===== src/rtl/fetch_decode_buf_pkg.sv =====
// fetch_decode_buf_pkg: shared widths, bubble instruction and the fetch/decode entry type.
package fetch_decode_buf_pkg;
    localparam int XLEN = 64;
    localparam int ILEN = 32;
    localparam logic [ILEN-1:0] NOP_INSTR = 32'h0000_0013;

    typedef struct packed {
        logic [ILEN-1:0] instr;
        logic [XLEN-1:0] pc;
        logic [XLEN-1:0] pre_pc;
        logic            commit;
    } f2d_entry_t;

    localparam f2d_entry_t BUBBLE = '{instr: NOP_INSTR, pc: '0, pre_pc: '0, commit: 1'b0};
endpackage


===== src/rtl/fetch_decode_buf_entry_reg.sv =====
// f2d_entry_reg: one buffered entry with async reset, load enable and bubble-load (bubble wins).
module f2d_entry_reg
    import fetch_decode_buf_pkg::*;
(
    input  logic       clk,
    input  logic       rst_n,
    input  logic       load,
    input  logic       bubble,
    input  f2d_entry_t d,
    output f2d_entry_t q
);
    always_ff @(posedge clk or negedge rst_n)
        if (!rst_n)      q <= BUBBLE;
        else if (bubble) q <= BUBBLE;
        else if (load)   q <= d;
endmodule


===== src/rtl/fetch_decode_buf.sv =====
// fetch_decode_buf: two-entry elastic fetch->decode buffer (main + skid) with flush.
// Optional F2D_PERF_CNT_EN adds stall and bubble cycle counters.
module fetch_decode_buf
    import fetch_decode_buf_pkg::*;
(
    input  logic            clk,
    input  logic            rst_n,
    input  logic            fetch_i_valid,
    input  logic [ILEN-1:0] fetch_i_instr,
    input  logic [XLEN-1:0] fetch_i_pc,
    input  logic [XLEN-1:0] fetch_i_pre_pc,
    input  logic            fetch_i_commit,
    output logic            f2d_o_ready,
    input  logic            ctrl_i_flush,
    input  logic            decode_i_ready,
    output logic            f2d_o_valid,
    output logic [ILEN-1:0] f2d_o_instr,
    output logic [XLEN-1:0] f2d_o_pc,
    output logic [XLEN-1:0] f2d_o_pre_pc,
    output logic            f2d_o_commit
`ifdef F2D_PERF_CNT_EN
    ,
    output logic [63:0]     f2d_o_stall_cnt,
    output logic [63:0]     f2d_o_bubble_cnt
`endif
);
    logic       main_valid, skid_valid, push, pop, main_load, skid_load;
    f2d_entry_t fetch_entry, main_d, main_q, skid_q;

    assign fetch_entry = '{instr: fetch_i_instr, pc: fetch_i_pc, pre_pc: fetch_i_pre_pc, commit: fetch_i_commit};
    assign push = fetch_i_valid & !skid_valid;
    assign pop  = main_valid & decode_i_ready;
    // push implies an empty skid, so the two main load sources never collide
    assign main_load = (push & (!main_valid | pop)) | (skid_valid & pop);
    assign main_d    = skid_valid ? skid_q : fetch_entry;
    assign skid_load = push & main_valid & !pop;

    always_ff @(posedge clk or negedge rst_n)
        if (!rst_n) begin
            main_valid <= 1'b0;
            skid_valid <= 1'b0;
        end else begin
            main_valid <= !ctrl_i_flush & (push | (main_valid & !pop) | skid_valid);
            skid_valid <= !ctrl_i_flush & (skid_valid ? !pop : skid_load);
        end

    f2d_entry_reg u_main (.clk(clk), .rst_n(rst_n), .load(main_load), .bubble(ctrl_i_flush), .d(main_d), .q(main_q));
    f2d_entry_reg u_skid (.clk(clk), .rst_n(rst_n), .load(skid_load), .bubble(ctrl_i_flush), .d(fetch_entry), .q(skid_q));

    assign f2d_o_ready  = !skid_valid;
    assign f2d_o_valid  = main_valid;
    assign f2d_o_instr  = main_valid ? main_q.instr : NOP_INSTR;
    assign f2d_o_pc     = main_q.pc;
    assign f2d_o_pre_pc = main_q.pre_pc;
    assign f2d_o_commit = main_valid & main_q.commit;

`ifdef F2D_PERF_CNT_EN
    always_ff @(posedge clk or negedge rst_n)
        if (!rst_n) begin
            f2d_o_stall_cnt  <= '0;
            f2d_o_bubble_cnt <= '0;
        end else begin
            if (fetch_i_valid & !f2d_o_ready) f2d_o_stall_cnt <= f2d_o_stall_cnt + 64'd1;
            if (!f2d_o_valid)                 f2d_o_bubble_cnt <= f2d_o_bubble_cnt + 64'd1;
        end
`endif
endmodule


===== config.mk =====
export PLATFORM = sky130hd
export DESIGN_NAME = fetch_decode_buf
export DESIGN_NICKNAME = d
export VERILOG_FILES = /design/src/rtl/fetch_decode_buf_pkg.sv /design/src/rtl/fetch_decode_buf_entry_reg.sv /design/src/rtl/fetch_decode_buf.sv
export SDC_FILE = /design/constraint.sdc
export NUM_CORES = 1
export LEC_CHECK = 0
export ABC_CLOCK_PERIOD_IN_PS = 1700
export CORE_MARGIN = 2
export CORE_UTILIZATION = 47
export CTS_CLUSTER_DIAMETER = 30
export DETAILED_ROUTE_END_ITERATION = 10
export PLACE_DENSITY = 0.78
export SYNTH_ARGS = -nofsm -noshare
export SYNTH_HDL_FRONTEND = slang
export SYNTH_HIERARCHICAL = 1
export SYNTH_SLANG_ARGS = --single-unit
export TNS_END_PERCENT = 30

===== constraint.sdc =====
create_clock -name clk -period 1.7 [get_ports clk]
set_input_delay 0.425 -clock clk [delete_from_list [all_inputs] [get_ports clk]]
set_output_delay 0.425 -clock clk [all_outputs]
set_load 0.02 [all_outputs]

Word-level counts from Yosys, hierarchy flattened --
Cells that the tools add are included.
Operators by class: muxes and demuxes 7, bitwise logic cells 14, reduce and logical (&&, ||, !) cells 6
Operator list (number):
- 161-bit two-way mux | 5
- 32-bit two-way mux | 1
- 1-bit AND | 10
- 1-bit zero test | 4
- 1-bit OR | 4
- 2-bit nonzero test | 2
- 1-bit two-way mux | 1
Storage, ports and cells: register bits 324, input bits 166, logic and storage cells 37

Longest topological paths before layout --
depth after elaboration 6, gate-level depth with buffers 7, gate-level depth less buffers 4

Cells and area by module --
Netlist, hierarchy kept.
By module, submodules not included:
- f2d_entry_reg | times used 2, cells each 519, area each 6528.8 um2, sequential area each 4032.6 um2
- fetch_decode_buf | times used 1, cells each 226, area each 2318.5 um2, sequential area each 50.0 um2

Worst setup path before layout --
Ideal clock, no wire load.
path type register to register, start point register main_valid, in the netlist f2d_o_valid, end point register u_skid/q[10] (netlist bit), setup time 0.121 ns, arrival time 1.560 ns, data required time 1.579 ns, path slack 0.019 ns, stages on the path, launching flop included 7, buffers on the path 2, path through dfrtp_1 -> nand2b_1 -> nor3b_1 -> buf_4 -> buf_6 -> mux2i_1 -> nor2_1
Between the ends: word-level cells in the longest chain between the ends 4, elaborated cells on any way between the ends 5, those cells by class bitwise: 3; reduce/logical: 2
RTL lines:
- start: declaration | RTL line fetch_decode_buf.sv:27 | logic main_valid, skid_valid, push, pop, main_load, skid_load;
- start signal: assignment | RTL line fetch_decode_buf.sv:43 | main_valid <= !ctrl_i_flush & (push | (main_valid & !pop) | skid_valid);
- 1-bit AND | RTL line fetch_decode_buf.sv:32 | assign pop = main_valid & decode_i_ready;
- 1-bit zero test | RTL line fetch_decode_buf.sv:36 | assign skid_load = push & main_valid & !pop;
- 1-bit AND * | RTL line fetch_decode_buf.sv:36
- via skid_load | RTL line fetch_decode_buf.sv:27
- 2-bit nonzero test (no line) *
- end signal: assignment | RTL line fetch_decode_buf_entry_reg.sv:13 | if (!rst_n) q <= BUBBLE;
- end signal: assignment | RTL line fetch_decode_buf_entry_reg.sv:14 | else if (bubble) q <= BUBBLE;
- end signal: assignment | RTL line fetch_decode_buf_entry_reg.sv:15 | else if (load) q <= d;
- end: declaration | RTL line fetch_decode_buf_entry_reg.sv:10 | output f2d_entry_t q
The timed path passes the listed nets; every way through them passes the cells marked *. A chain may end at the register's enable or synchronous reset.

Worst setup path after layout --
start point register main_valid, in the netlist f2d_o_valid, end point register u_main/q[151] (netlist bit)
Between the ends: word-level cells in the longest chain between the ends 5, elaborated cells on any way between the ends 7, those cells by class bitwise: 5; reduce/logical: 2
RTL lines:
- 1-bit AND or 1-bit zero test (tied branches) | RTL line fetch_decode_buf.sv:32, fetch_decode_buf.sv:34
- 1-bit OR | RTL line fetch_decode_buf.sv:34 | assign main_load = (push & (!main_valid | pop)) | (skid_valid & pop);
- 1-bit AND | RTL line fetch_decode_buf.sv:34
- 1-bit OR * | RTL line fetch_decode_buf.sv:34
- via main_load | RTL line fetch_decode_buf.sv:27
- 2-bit nonzero test (no line) *
- end signal: assignment | RTL line fetch_decode_buf_entry_reg.sv:13
- end signal: assignment | RTL line fetch_decode_buf_entry_reg.sv:14
- end signal: assignment | RTL line fetch_decode_buf_entry_reg.sv:15
- end: declaration | RTL line fetch_decode_buf_entry_reg.sv:10
Marks and branches as above.

==> run metrics <==
Max FO, Critical Path=6; Final Hold Fails=0; cell mode on critical path=buf_4; WP depth=10; CP endpoint kind=register; arrival time worst endpoint=2.32 ns; GRT met2 Usage=38.1%; mapped cell area=0.0154 sq mm; Overall Power=26.3 mW; Final Util=70.7%; Slew HR=68.6%; Final Max Slew Viols=0; crit-path max cell delay=0.44 ns; setup TNS=-47.01 ns; vias=11329; Hold Slack=0.282 ns; RSZ-0062 raised after global routing=yes; row cnt=66; hold depth=2; Starting Density=47.5%; total clock buffers created by CTS=70; syn nets=1430; Cells after Synth=1264; Fin Clk Skew=0.0241 ns; CTS tree=done; post-detail-place hpwl=25.6 mm; critical path's slowest cell=dfrtp_2; WL/cell=20.4 microns; initial antenna violation count=1; DRC=0; ANT nets after route=0; CP Launch Type=register; CTS Root Cell=clkbuf_16; Die Height=185 microns; Pwr per Cell Area=1150 mW/mm^2; routed wire length=44.3 mm; fmax=520 MHz; Die Area=0.0342 sq mm; gr busiest metal=met2; CP top delay family=buffers and inverters; crit path launch=f2d_o_valid$_DFF_PN0_; Lkg Pwr=10.4 nW; clock transition at the registers of the reported paths=0.05 ns; Vias/cell=5.20; first-pass GRT wire length=62.2 mm; reg2reg end=u_main/q[151]$_DFFE_PN0P_; Worst Reg2Reg Path Length in Cells=10; Port Buffers=328; CORE AREA=0.0324 sq mm; Synth cell types=17; grt total ovfl=0; met3 track demand over resource=6.92%; final worst slack=-0.222 ns; Critical Path RT=2.10 ns; CTS sink count=324; first-pass detailed-route iteration total=6; WS Path Type=register to register; boundary pin count=329; clk_lat worst skew=0.54 ns; 1st-iter DRT viols=673; M1 GR Usage=28.7%; synthesized flop and latch total=324; H-Tree Depth=3; Area Overhead vs Synth=48.9%; Seq/Total Area, Yosys=52.8%; CTS Buffer Depth=3; worst-margin pin slew=0.471 ns; hold crit path type=input port to register; minimum clock period=1.92 ns; Synthesis Warnings=6; final cycle utilization of the critical path=113%; NumNets Final=1847; failing checks=setup timing; Die Width=185 microns; layout cells sized above 1=30.4%; total track usage=22.9%; number of global-route vias before repair=11773; R2R setup slack=-0.22 ns; Max-Cap Viols=0; outcome=finished with violations; CP cell instances=buf_4 -> buf_6 -> mux2i_2 -> nor2b_4 -> buf_12 -> buf_4 -> clkbuf_16 -> buf_4 -> mux2i_1 -> nor2_1; CP bufs+invs=6; VDD IR max=0.849 mV; Avg Cell Area, Syn=12.2 sq um; Final Instance Area=0.0229 sq mm; CP endpoint=u_main/q[151]$_DFFE_PN0P_; Critical R2R Launch=f2d_o_valid$_DFF_PN0_; GP Congestion=0.767; largest net degree at the start of global routing=71; Placement Cell Area=0.0195 sq mm; Setup violations, final=355; # diodes=0
-- cell usage after synthesis --
cell type,count,area (sq um)
a211o_1,6,52.6
a211oi_1,1,7.51
a21oi_1,2,10.0
and2_1,30,188
buf_2,24,120
buf_4,6,45.0
buf_6,46,518
clkbuf_1,17,63.8
dfrtp_1,318,7960
dfstp_2,6,158
inv_1,1,3.75
mux2_2,161,1810
mux2i_1,317,3170
nand2b_1,4,25.0
nor2_1,317,1190
nor2b_1,7,43.8
nor3b_1,1,7.51
-- report_power, final --
part / total, mW / leakage, nW / switching [mW] / internal (mW)
clock network: 14.1 / 1.19 / 4.40 / 9.71
logic: 3.79 / 4.83 / 1.81 / 1.97
registers: 8.38 / 4.40 / 0.256 / 8.12
-- flip-flops by register name, indices dropped and copies added (netlist names) --
signal       count
u_main/q       161
u_skid/q       161
f2d_o_valid      1
skid_valid       1
-- timing repair --
item                                    4_1_cts  5_1_grt
pin swaps                                     1       13
gates cloned                                  0       29
endpoints found under the setup margin      457      444
hold buffers                                  1        0
setup buffers                                 2       14
hold endpoints to repair                     22        0
resized for setup                           370      185
-- cells in the final DEF, fill, tap and decap left out, types with 4 or more instances in the layout --
cell type and instances:
nor2b_1 6, buf_2 19, dfrtp_1 316, buf_4 28, buf_16 11, mux2i_2 23
clkbuf_16 99, buf_12 36, clkbuf_8 4, and2_1 22, clkbuf_1 12, mux2_2 160
clkdlybuf4s15_1 63, mux2i_4 8, clkinvlp_4 6, clkinv_4 5, mux2i_1 286, bufinv_16 12
dlygate4sd2_1 11, dfstp_2 6, clkbuf_2 51, clkinv_2 10, clkdlybuf4s50_1 163, buf_6 21
nor2_1 316, a211o_1 6, and2_4 8
-- layer usage --
metal / vias to the layer above / part of all wire [%]
met5: - / 0.029
met4: 2 / 2.0
met3: 72 / 6.9
met2: 391 / 51
met1: 5703 / 40
li1: 5161 / -
-- cell type report --
type | instances | area [sq um]
Fill cell | 2253 | 9480
Sequential cell | 324 | 8120
Multi-Input combinational cell | 846 | 6760
Timing Repair Buffer | 438 | 4970
Clock buffer | 87 | 1880
Clock inverter | 39 | 607
Tap cell | 442 | 553
Inverter | 1 | 6.26
-- worst min-delay path by stage --
stage                 start                        end  slack [ns]
6_report       ctrl_i_flush  u_main/q[158]$_DFFE_PN0P_        0.28
3_5_place_dp          rst_n   u_main/q[83]$_DFFE_PN0P_        0.36
4_1_cts        ctrl_i_flush  u_skid/q[157]$_DFFE_PN0P_        0.27
2_1_floorplan         rst_n      f2d_o_valid$_DFF_PN0_        0.13
5_1_grt        ctrl_i_flush   u_skid/q[56]$_DFFE_PN0P_        0.28
3_3_place_gp          rst_n   u_main/q[83]$_DFFE_PN0P_        0.36
-- cell families after synthesis --
family | Yosys count | share of synthesized area, %
AOI/OAI and AO/OA | 9 | 0.456
buffers and inverters | 94 | 4.88
DFF | 324 | 52.8
muxes | 478 | 32.4
and+or+nand+nor | 359 | 9.46
-- per-stage QoR --
step,instances,setup WS [ns]
2_1_floorplan,1264,0.0193
3_3_place_gp,2005,-0.500
3_5_place_dp,2005,-0.541
4_1_cts,2134,-0.220
5_1_grt,2177,-0.305
6_report,2177,-0.222
Note: power is estimated with default switching activity, not from simulation.
